$ cat src/rtl/mfu_mac_if.sv
// mfu_mac_if: beat-in / result-out bundle for the precision-scalable MAC.
//
// Parameters:
//   LANES  number of 8-bit operand lanes per beat
//   ACC_W  accumulator / result width
//
// Signals:
//   in_valid, in_ready, in_last   input beat handshake and end-of-stream flag
//   mode[1:0]                     per-beat precision (00 NOOP, 01 8x8, 10 4x4, 11 2x2)
//   a, b [8*LANES-1:0]            signed operands, lane i at bits [8i+7:8i]
//   out_valid, out_ready          result handshake
//   out_data [ACC_W-1:0]          signed accumulated result
//   out_sat                       a clamp happened somewhere in this stream
//
// Modports: master drives beats and consumes results; slave is the MAC.
interface mfu_mac_if #(
    parameter int LANES = 4,
    parameter int ACC_W = 32
);
    logic                    in_valid;
    logic                    in_ready;
    logic                    in_last;
    logic [1:0]              mode;
    logic [8*LANES-1:0]      a;
    logic [8*LANES-1:0]      b;
    logic                    out_valid;
    logic                    out_ready;
    logic signed [ACC_W-1:0] out_data;
    logic                    out_sat;

    modport master (
        output in_valid, in_last, mode, a, b, out_ready,
        input  in_ready, out_valid, out_data, out_sat
    );

    modport slave (
        input  in_valid, in_last, mode, a, b, out_ready,
        output in_ready, out_valid, out_data, out_sat
    );
endinterface

$ cat src/rtl/mfu_mac.sv
// mfu_mac: precision-scalable multiply-accumulate unit.
//
// Each beat carries LANES 8-bit operand pairs. Per lane the unit forms one
// signed 8x8 product, the sum of two signed 4x4 products, or the sum of four
// signed 2x2 products, selected per beat by mode. Lane terms are summed into a
// beat term, which is accumulated over a stream of beats ending with in_last.
// One result per stream leaves through a valid/ready output register.
//
// Ports:
//   clk   clock, rising edge
//   rst   synchronous active-high reset
//   bus   mfu_mac_if.slave (beat input, result output)
//
// Pipeline:
//   p1  registered beat term, valid and last flag
//   p2  accumulator and output register
//
// Optional feature: define MFU_MAC_SATURATE_EN to clamp every accumulation
// step to the signed ACC_W range and report clamping on out_sat. Without it
// the accumulator wraps mod 2^ACC_W and out_sat stays 0.
module mfu_mac #(
    parameter int LANES = 4,
    parameter int ACC_W = 32
) (
    input  logic       clk,
    input  logic       rst,
    mfu_mac_if.slave   bus
);
    // Largest lane term is (-128)*(-128) = 16384, so 17 signed bits suffice.
    localparam int LANE_W = 17;
    localparam int SUM_W  = ACC_W + 1;

    function automatic logic signed [LANE_W-1:0] lane_term(
        input logic [7:0] a8,
        input logic [7:0] b8,
        input logic [1:0] md
    );
        logic signed [LANE_W-1:0] t;
        t = '0;
        case (md)
            2'b01: t = LANE_W'($signed(a8)) * LANE_W'($signed(b8));
            2'b10: t = LANE_W'($signed(a8[7:4])) * LANE_W'($signed(b8[7:4]))
                     + LANE_W'($signed(a8[3:0])) * LANE_W'($signed(b8[3:0]));
            2'b11: begin
                for (int k = 0; k < 4; k++) begin
                    t = t + LANE_W'($signed(a8[2*k +: 2])) * LANE_W'($signed(b8[2*k +: 2]));
                end
            end
            default: t = '0;
        endcase
        return t;
    endfunction

`ifdef MFU_MAC_SATURATE_EN
    function automatic logic signed [ACC_W-1:0] acc_add(
        input  logic signed [ACC_W-1:0] x,
        input  logic signed [ACC_W-1:0] y,
        output logic                    ovf
    );
        logic signed [SUM_W-1:0] s;
        s   = SUM_W'(x) + SUM_W'(y);
        // The extra sign bit disagreeing with the result's MSB means overflow.
        ovf = s[ACC_W] ^ s[ACC_W-1];
        if (ovf) begin
            return s[ACC_W] ? {1'b1, {(ACC_W-1){1'b0}}} : {1'b0, {(ACC_W-1){1'b1}}};
        end
        return s[ACC_W-1:0];
    endfunction
`else
    function automatic logic signed [ACC_W-1:0] acc_add(
        input  logic signed [ACC_W-1:0] x,
        input  logic signed [ACC_W-1:0] y,
        output logic                    ovf
    );
        ovf = 1'b0;
        return x + y;
    endfunction
`endif

    logic                    stall;
    logic signed [ACC_W-1:0] term_c;

    logic                    vld_p1;
    logic                    last_p1;
    logic signed [ACC_W-1:0] term_p1;

    logic signed [ACC_W-1:0] acc_p2;
    logic                    empty_p2;
    logic                    sat_p2;
    logic                    out_valid_p2;
    logic signed [ACC_W-1:0] out_data_p2;
    logic                    out_sat_p2;

    logic signed [ACC_W-1:0] acc_sum;
    logic                    add_ovf;
    logic signed [ACC_W-1:0] acc_next;
    logic                    sat_next;

    assign stall        = out_valid_p2 && !bus.out_ready;
    assign bus.in_ready = !stall;

    always_comb begin
        term_c = '0;
        for (int l = 0; l < LANES; l++) begin
            term_c = term_c + ACC_W'(lane_term(bus.a[8*l +: 8], bus.b[8*l +: 8], bus.mode));
        end
    end

    // ---- p0 -> p1: register the beat term ----
    always_ff @(posedge clk) begin
        if (rst) begin
            vld_p1 <= 1'b0;
        end else if (!stall) begin
            vld_p1 <= bus.in_valid;
        end
    end

    always_ff @(posedge clk) begin
        if (!stall) begin
            term_p1 <= term_c;
            last_p1 <= bus.in_last;
        end
    end

    // An empty accumulator loads the term directly, so a stream's first beat
    // never sees a stale sum and can never clamp.
    always_comb begin
        add_ovf  = 1'b0;
        acc_sum  = acc_add(acc_p2, term_p1, add_ovf);
        acc_next = term_p1;
        sat_next = 1'b0;
        if (!empty_p2) begin
            acc_next = acc_sum;
            sat_next = sat_p2 | add_ovf;
        end
    end

    // ---- p1 -> p2: accumulate and emit ----
    always_ff @(posedge clk) begin
        if (rst) begin
            empty_p2     <= 1'b1;
            sat_p2       <= 1'b0;
            out_valid_p2 <= 1'b0;
            out_data_p2  <= '0;
            out_sat_p2   <= 1'b0;
        end else if (!stall) begin
            // Not stalled means the output is either empty or handshaking now.
            out_valid_p2 <= 1'b0;
            if (vld_p1) begin
                if (last_p1) begin
                    out_valid_p2 <= 1'b1;
                    out_data_p2  <= acc_next;
                    out_sat_p2   <= sat_next;
                    empty_p2     <= 1'b1;
                    sat_p2       <= 1'b0;
                end else begin
                    empty_p2     <= 1'b0;
                    sat_p2       <= sat_next;
                end
            end
        end
    end

    always_ff @(posedge clk) begin
        if (!stall && vld_p1 && !last_p1) begin
            acc_p2 <= acc_next;
        end
    end

    assign bus.out_valid = out_valid_p2;
    assign bus.out_data  = out_data_p2;
    assign bus.out_sat   = out_sat_p2;
endmodule

$ cat src/flat_wrapper.sv
// flat-port wrapper written by rule: the top's interface ports become plain ports
module mfu_mac_flat 
#(
    parameter int LANES = 4,
    parameter int ACC_W = 32
)
  (clk, rst, bus_in_valid, bus_in_last, bus_mode, bus_a, bus_b, bus_out_ready, bus_in_ready, bus_out_valid, bus_out_data, bus_out_sat);
  mfu_mac_if #(.LANES(LANES), .ACC_W(ACC_W)) bus_i ();
  input  logic clk;
  input  logic rst;
  input wire logic [$bits(bus_i.in_valid)-1:0] bus_in_valid;
  input wire logic [$bits(bus_i.in_last)-1:0] bus_in_last;
  input wire logic [$bits(bus_i.mode)-1:0] bus_mode;
  input wire logic [$bits(bus_i.a)-1:0] bus_a;
  input wire logic [$bits(bus_i.b)-1:0] bus_b;
  input wire logic [$bits(bus_i.out_ready)-1:0] bus_out_ready;
  output wire logic [$bits(bus_i.in_ready)-1:0] bus_in_ready;
  output wire logic [$bits(bus_i.out_valid)-1:0] bus_out_valid;
  output wire logic [$bits(bus_i.out_data)-1:0] bus_out_data;
  output wire logic [$bits(bus_i.out_sat)-1:0] bus_out_sat;
  assign bus_i.in_valid = bus_in_valid;
  assign bus_i.in_last = bus_in_last;
  assign bus_i.mode = bus_mode;
  assign bus_i.a = bus_a;
  assign bus_i.b = bus_b;
  assign bus_i.out_ready = bus_out_ready;
  assign bus_in_ready = bus_i.in_ready;
  assign bus_out_valid = bus_i.out_valid;
  assign bus_out_data = bus_i.out_data;
  assign bus_out_sat = bus_i.out_sat;
  mfu_mac #(.LANES(LANES), .ACC_W(ACC_W)) u_core (.clk(clk), .rst(rst), .bus(bus_i));
endmodule
$ cat config.mk
export PLATFORM = sky130hd
export DESIGN_NAME = mfu_mac_flat
export DESIGN_NICKNAME = d
export VERILOG_FILES = /design/src/rtl/mfu_mac_if.sv /design/src/rtl/mfu_mac.sv /design/src/flat_wrapper.sv
export SDC_FILE = /design/constraint.sdc
export NUM_CORES = 1
export LEC_CHECK = 0
export BUFFER_PORTS_ARGS = -buffer_cell sky130_fd_sc_hd__buf_2
export CAP_MARGIN = 20
export CORE_MARGIN = 5
export CORE_UTILIZATION = 35
export DETAILED_ROUTE_END_ITERATION = 16
export SYNTH_ARGS = -nofsm -noshare
export SYNTH_HDL_FRONTEND = slang
export SYNTH_SLANG_ARGS = --single-unit
$ cat constraint.sdc
create_clock -name clk -period 21.9 [get_ports clk]
set_input_delay 3.285 -clock clk [delete_from_list [all_inputs] [get_ports clk]]
set_output_delay 3.285 -clock clk [all_outputs]
set_load 0.02 [all_outputs]
Yosys cells after proc, flatten, opt, wreduce, memory -nomap -nowiden
Index checks and enable logic that the tools add are counted.
{ "word_totals": {"register_bits": 102, "input_bits": 71, "elab_cells": 78} }
{ "classes": {"add_sub_neg": 20, "n_mul": 28, "eq_ne": 3, "n_mux": 9, "bitwise": 1, "n_reduce_logical": 8} }
{ "op_table": {"columns": ["operator", "n"], "rows": [
  ["17-bit adder", 16],
  ["17-bit one-hot mux with 3 select lines", 4],
  ["2-bit by 2-bit multiplier with 4-bit output", 16],
  ["4-bit by 4-bit multiplier with 8-bit output", 8],
  ["8-bit by 8-bit multiplier with 16-bit output", 4],
  ["32-bit by 17-bit adder with 32-bit output", 1],
  ["32-bit adder", 1],
  ["32-bit 2-to-1 mux", 1],
  ["18-bit by 17-bit adder with 19-bit output", 1],
  ["17-bit by 17-bit adder with 18-bit output", 1],
  ["2-bit == test (second input constant)", 2],
  ["1-bit 2-to-1 mux", 4],
  ["1-bit logical AND", 3],
  ["1-bit zero test", 3],
  ["3-bit AND reduction", 1],
  ["2-bit by 1-bit == test with 1-bit output (second input constant)", 1],
  ["2-bit AND reduction", 1],
  ["1-bit NOT", 1]
]} }

Depth between registers and ports, before layout
{ "logic_depth": {"word_depth": 8, "ltp_mapped": 38, "mapped_depth_nobuf": 37} }

Worst setup path after synthesis
Ideal clock, no wire load.
{ "synth_path": {"kind": "input to register", "from": "input bus_a[9]", "to": "register u_core.term_p1[17], data pin", "setup_time_ps": 258, "arrival_time_ps": 10628, "required_ps": 21642, "slack_ps": 11014, "cell_stages": 33, "cell_sequence": "clkbuf_1 nand2_1 fa_1 fa_1 inv_1 fa_1 ha_1 fa_1 ha_1 inv_1 o21bai_1 a21oi_1 nor2b_1 o21ai_0 nand2b_1 fa_1 mux2_2 a22oi_1 fa_1 inv_1 ha_1 and3_1 a31oi_1 a21oi_1 xor2_1 ha_1 a211oi_1 nand2_1 a311o_1 and3_1 o31a_1 nor2_1 xnor2_1"} }
{ "synth_between": {"elab_chain_len": 8, "word_cells_on_any_way": 11, "cone_classes": "add/sub (7); mul (3); mux (1)"} }
{ "synth_lines": {"columns": ["item", "line", "text"], "rows": [
  ["start, declared", "flat_wrapper.sv:14", "input wire logic [$bits(bus_i.a)-1:0] bus_a;"],
  ["2-bit by 2-bit multiplier with 4-bit output", "mfu_mac.sv:46", "t = t + LANE_W'($signed(a8[2*k +: 2])) * LANE_W'($signed(b8[2*k +: 2]));"],
  ["17-bit adder (3 in a row)", "mfu_mac.sv:46", null],
  ["17-bit one-hot mux with 3 select lines *", "mfu_mac.sv:40", "case (md)"],
  ["17-bit by 17-bit adder with 18-bit output *", "mfu_mac.sv:105", "term_c = term_c + ACC_W'(lane_term(bus.a[8*l +: 8], bus.b[8*l +: 8], bus.mode));"],
  ["18-bit by 17-bit adder with 19-bit output *", "mfu_mac.sv:105", null],
  ["32-bit by 17-bit adder with 32-bit output *", "mfu_mac.sv:105", null],
  ["named net u_core.term_c[17]", "mfu_mac.sv:81", "logic signed [ACC_W-1:0] term_c;"],
  ["end signal, assigned", "mfu_mac.sv:120", "term_p1 <= term_c;"],
  ["end, declared", "mfu_mac.sv:85", "logic signed [ACC_W-1:0] term_p1;"]
]} }
The timed path passes the listed nets; every way through them passes the cells marked *.
A chain may end at the register's enable or synchronous reset.

Worst setup path after layout
{ "layout_path": {"from": "input bus_a[20]", "to": "register u_core.term_p1[17], data pin"} }
{ "layout_between": {"elab_chain_len": 6, "word_cells_on_any_way": 9, "cone_classes": "add/sub (5); mul (3); mux (1)"} }
{ "layout_lines": {"columns": ["item", "line"], "rows": [
  ["2-bit by 2-bit multiplier with 4-bit output", "mfu_mac.sv:46"],
  ["17-bit adder (2 in a row)", "mfu_mac.sv:46"],
  ["17-bit one-hot mux with 3 select lines *", "mfu_mac.sv:40"],
  ["18-bit by 17-bit adder with 19-bit output *", "mfu_mac.sv:105"],
  ["32-bit by 17-bit adder with 32-bit output *", "mfu_mac.sv:105"],
  ["named net u_core.term_c[17]", "mfu_mac.sv:81"]
]} }
Marked as above.

==> metrics.md <==
| Metric | Value |
|---|---|
| Synth Cell Area | 0.0257 mm^2 |
| Part of the cycle the worst path needs | between 50 and 60% |
| WP data required | 22.00 ns |
| Nets | 3668 |
| Pins Over Slew Limit | 0 |
| Post-DP HPWL | 53000 um |
| Fillers | 7376 |
| DRC Markers | 0 |
| Clock root cell | clkbuf_16 |
| Count of cell types in the netlist | 71 |
| Worst slew pin tran | 0.989 ns |
| Die area | 0.0790 mm^2 |
| Gp weighted congestion | 0.873 |
| Worst slew margin | 33.9% |
| Post-CTS setup buffers | 0 |
| Status | completed |
| Die Wd | 281 um |
| Vias | 18400 |
| Number of synthesized flops with an enable pin | 65 |
| Clock slew at reported path FFs | 0.07 ns |
| WL per Instance | about 16 um |
| Number of global-route vias before repair | 19000 |
| Ports | 106 |
| CTS tree | done |
| Final hold vios | 0 |
| Top post-synthesis cells by area | fa_1 30%, ha_1 17%, inv_1 8.3% |
| Max FO, Critical Path | 9 |
| Seq cells post-synth | about 100 |
| Synth area leader | fa_1 |
| CTS H-Tree Depth | 3 |
| Hold crit path type | flop to flop |
| Net count after synthesis | 3608 |
| Yosys warning total | 0 |
| Initial antenna violation count | 1 |
| Post-cts resize count | 0 |
| Initial Util | 35.2% |
| CP Capture Type | flop |
| Gr ovfl total | 0 |
| Num CTS Buffers | 9 |
| Largest net degree at the start of global routing | 63 |
| Final ANT Viol Nets | 0 |
| Num Clock Sinks | roughly 100 |
| CTS max path bufs | 2 |
| Post-synthesis async set-or-reset flop share | 0% |
| Number of core rows | 99 |
| Port Buffers | 105 |
| RSZ-0062 raised after global routing | false |
| Routed wire length | 60500 um |
| Most common cell in the synthesized netlist | inv_1 |
| Synth-to-Final Area Change | 7.19% |
| Area share of the largest cell type after synthesis | roughly 30% |
| Setup tns final | 0 ns |
| Setup violations, final | 0 |
| Ys flop type | edfxtp_1 |
| Tmin final | 11.29 ns |
| Final Skew | 0.00901 ns |
| Gr usage total | 15.5% |
| Slowest CP cell | fa_1 |
| Most frequent cells after synthesis | 571 x inv_1, 380 x fa_1, 351 x ha_1, 177 x nand2_1, 149 x a21oi_1 |
| Pre-CTS setup slack | 10.30 ns |
| WHS | between 0.4 and 0.5 ns |
| Syn Area/Cell | 9.16 um^2 |
| Number of vias per cell | 4.81 |
| Inserted Diodes | 0 |
| Die Y | approximately 280 um |
| First-pass DRT Iterations | 7 |
| First-pass GRT wire length | roughly 100000 um |
| Final core occ | 37.8% |
| Sequential share of the synthesized area | around a tenth |
| Max_cap viols | 0 |
| Iteration-0 DRC Markers | 1041 |
| Core box area | 0.0730 mm^2 |
| Worst EP arrival | ~11 ns |
| Largest stage delay, worst path | 0.60 ns |
| WS Path Type | primary input to flop |
| CP most frequent cell | fa_1 |
| Layout cell share with drive strength beyond 1 | 6.10% |
| Worst setup SP type | primary input |
| Clk_lat worst skew | 0.35 ns |
| Max Fclk | 88.6 MHz |
| Final worst slack | 10.61 ns |
| Synth Instances | 2806 |
| Hold buffers post-CTS | 0 |
## worst paths after layout
path                           from                 end  slack [ns]  cells after the start
setup reg to reg  u_core.term_p1[0]   u_core.acc_p2[28]       18.25                     12
hold reg to reg       u_core.sat_p2       u_core.sat_p2        0.45                      1
setup / recovery          bus_a[20]  u_core.term_p1[17]       10.61                     33
hold / removal        u_core.sat_p2       u_core.sat_p2        0.45                      1
## layer usage
layer | global-route usage [%] | wire length [um] | vias up
li1 | - | - | 9213
met1 | 22.4 | 28900 | 8896
met2 | 26.8 | 29200 | 274
met3 | 0.806 | 1710 | 34
met4 | 1.85 | 544 | 2
met5 | 0 | 20 | -
## worst max-delay path: cells and delay by family
kind	cells	cell delay [ns]
compound gates	9	2.18
simple gates	7	0.98
fa+ha+maj	10	4.06
mux	1	0.26
buf+inv	4	0.36
xor+xnor	2	0.24
## through the flow
stage                     cells  cell area (um^2)
final                      3830             27600
after global routing       3830             27600
after CTS                  3830             27600
after detailed placement   3814             27300
after global placement     3814             27300
after floorplan            2806             25700
## layout by cell type, fill, tap and decap left out, types with 16 or more instances in the layout
| master | n |
|---|---|
| nor2b_1 | 31 |
| xnor2_1 | 140 |
| a22oi_1 | 24 |
| o21ai_0 | 105 |
| mux2_2 | 20 |
| a211oi_1 | 17 |
| nand2_1 | 177 |
| buf_2 | 105 |
| fa_1 | 380 |
| a22o_1 | 32 |
| a21o_1 | 84 |
| mux2i_1 | 21 |
| xor2_1 | 67 |
| a21oi_1 | 149 |
| nor2_1 | 58 |
| and2_1 | 142 |
| inv_1 | 571 |
| ha_1 | 351 |
| o21bai_1 | 29 |
| edfxtp_1 | 65 |
| nand2b_1 | 75 |
| dfxtp_1 | 36 |
| o31ai_1 | 16 |
## cells by family after synthesis
logic type | Yosys count | synth area share, %
fa+ha+maj | 731 | 46.7
buf+inv | 634 | 9.26
simple gates | 554 | 11.3
compound gates | 537 | 13.6
xor+xnor | 207 | 7.05
flops | 102 | 10.5
mux | 41 | 1.69
## final cells by class
class / count / area [um^2] / area share (%)
multi-input cells: 2070 / 20700 / 75.0
flip-flops and latches: 102 / 2690 / 9.77
inverters: 571 / 2140 / 7.78
well taps: 959 / 1200 / 4.35
repair buffers: 112 / 578 / 2.10
clock buffers: 10 / 229 / 0.831
clock inverters: 6 / 46.3 / 0.168
Power is not shown: default switching activity piles up to over one toggle a cycle in this logic, so the estimate is an artifact.
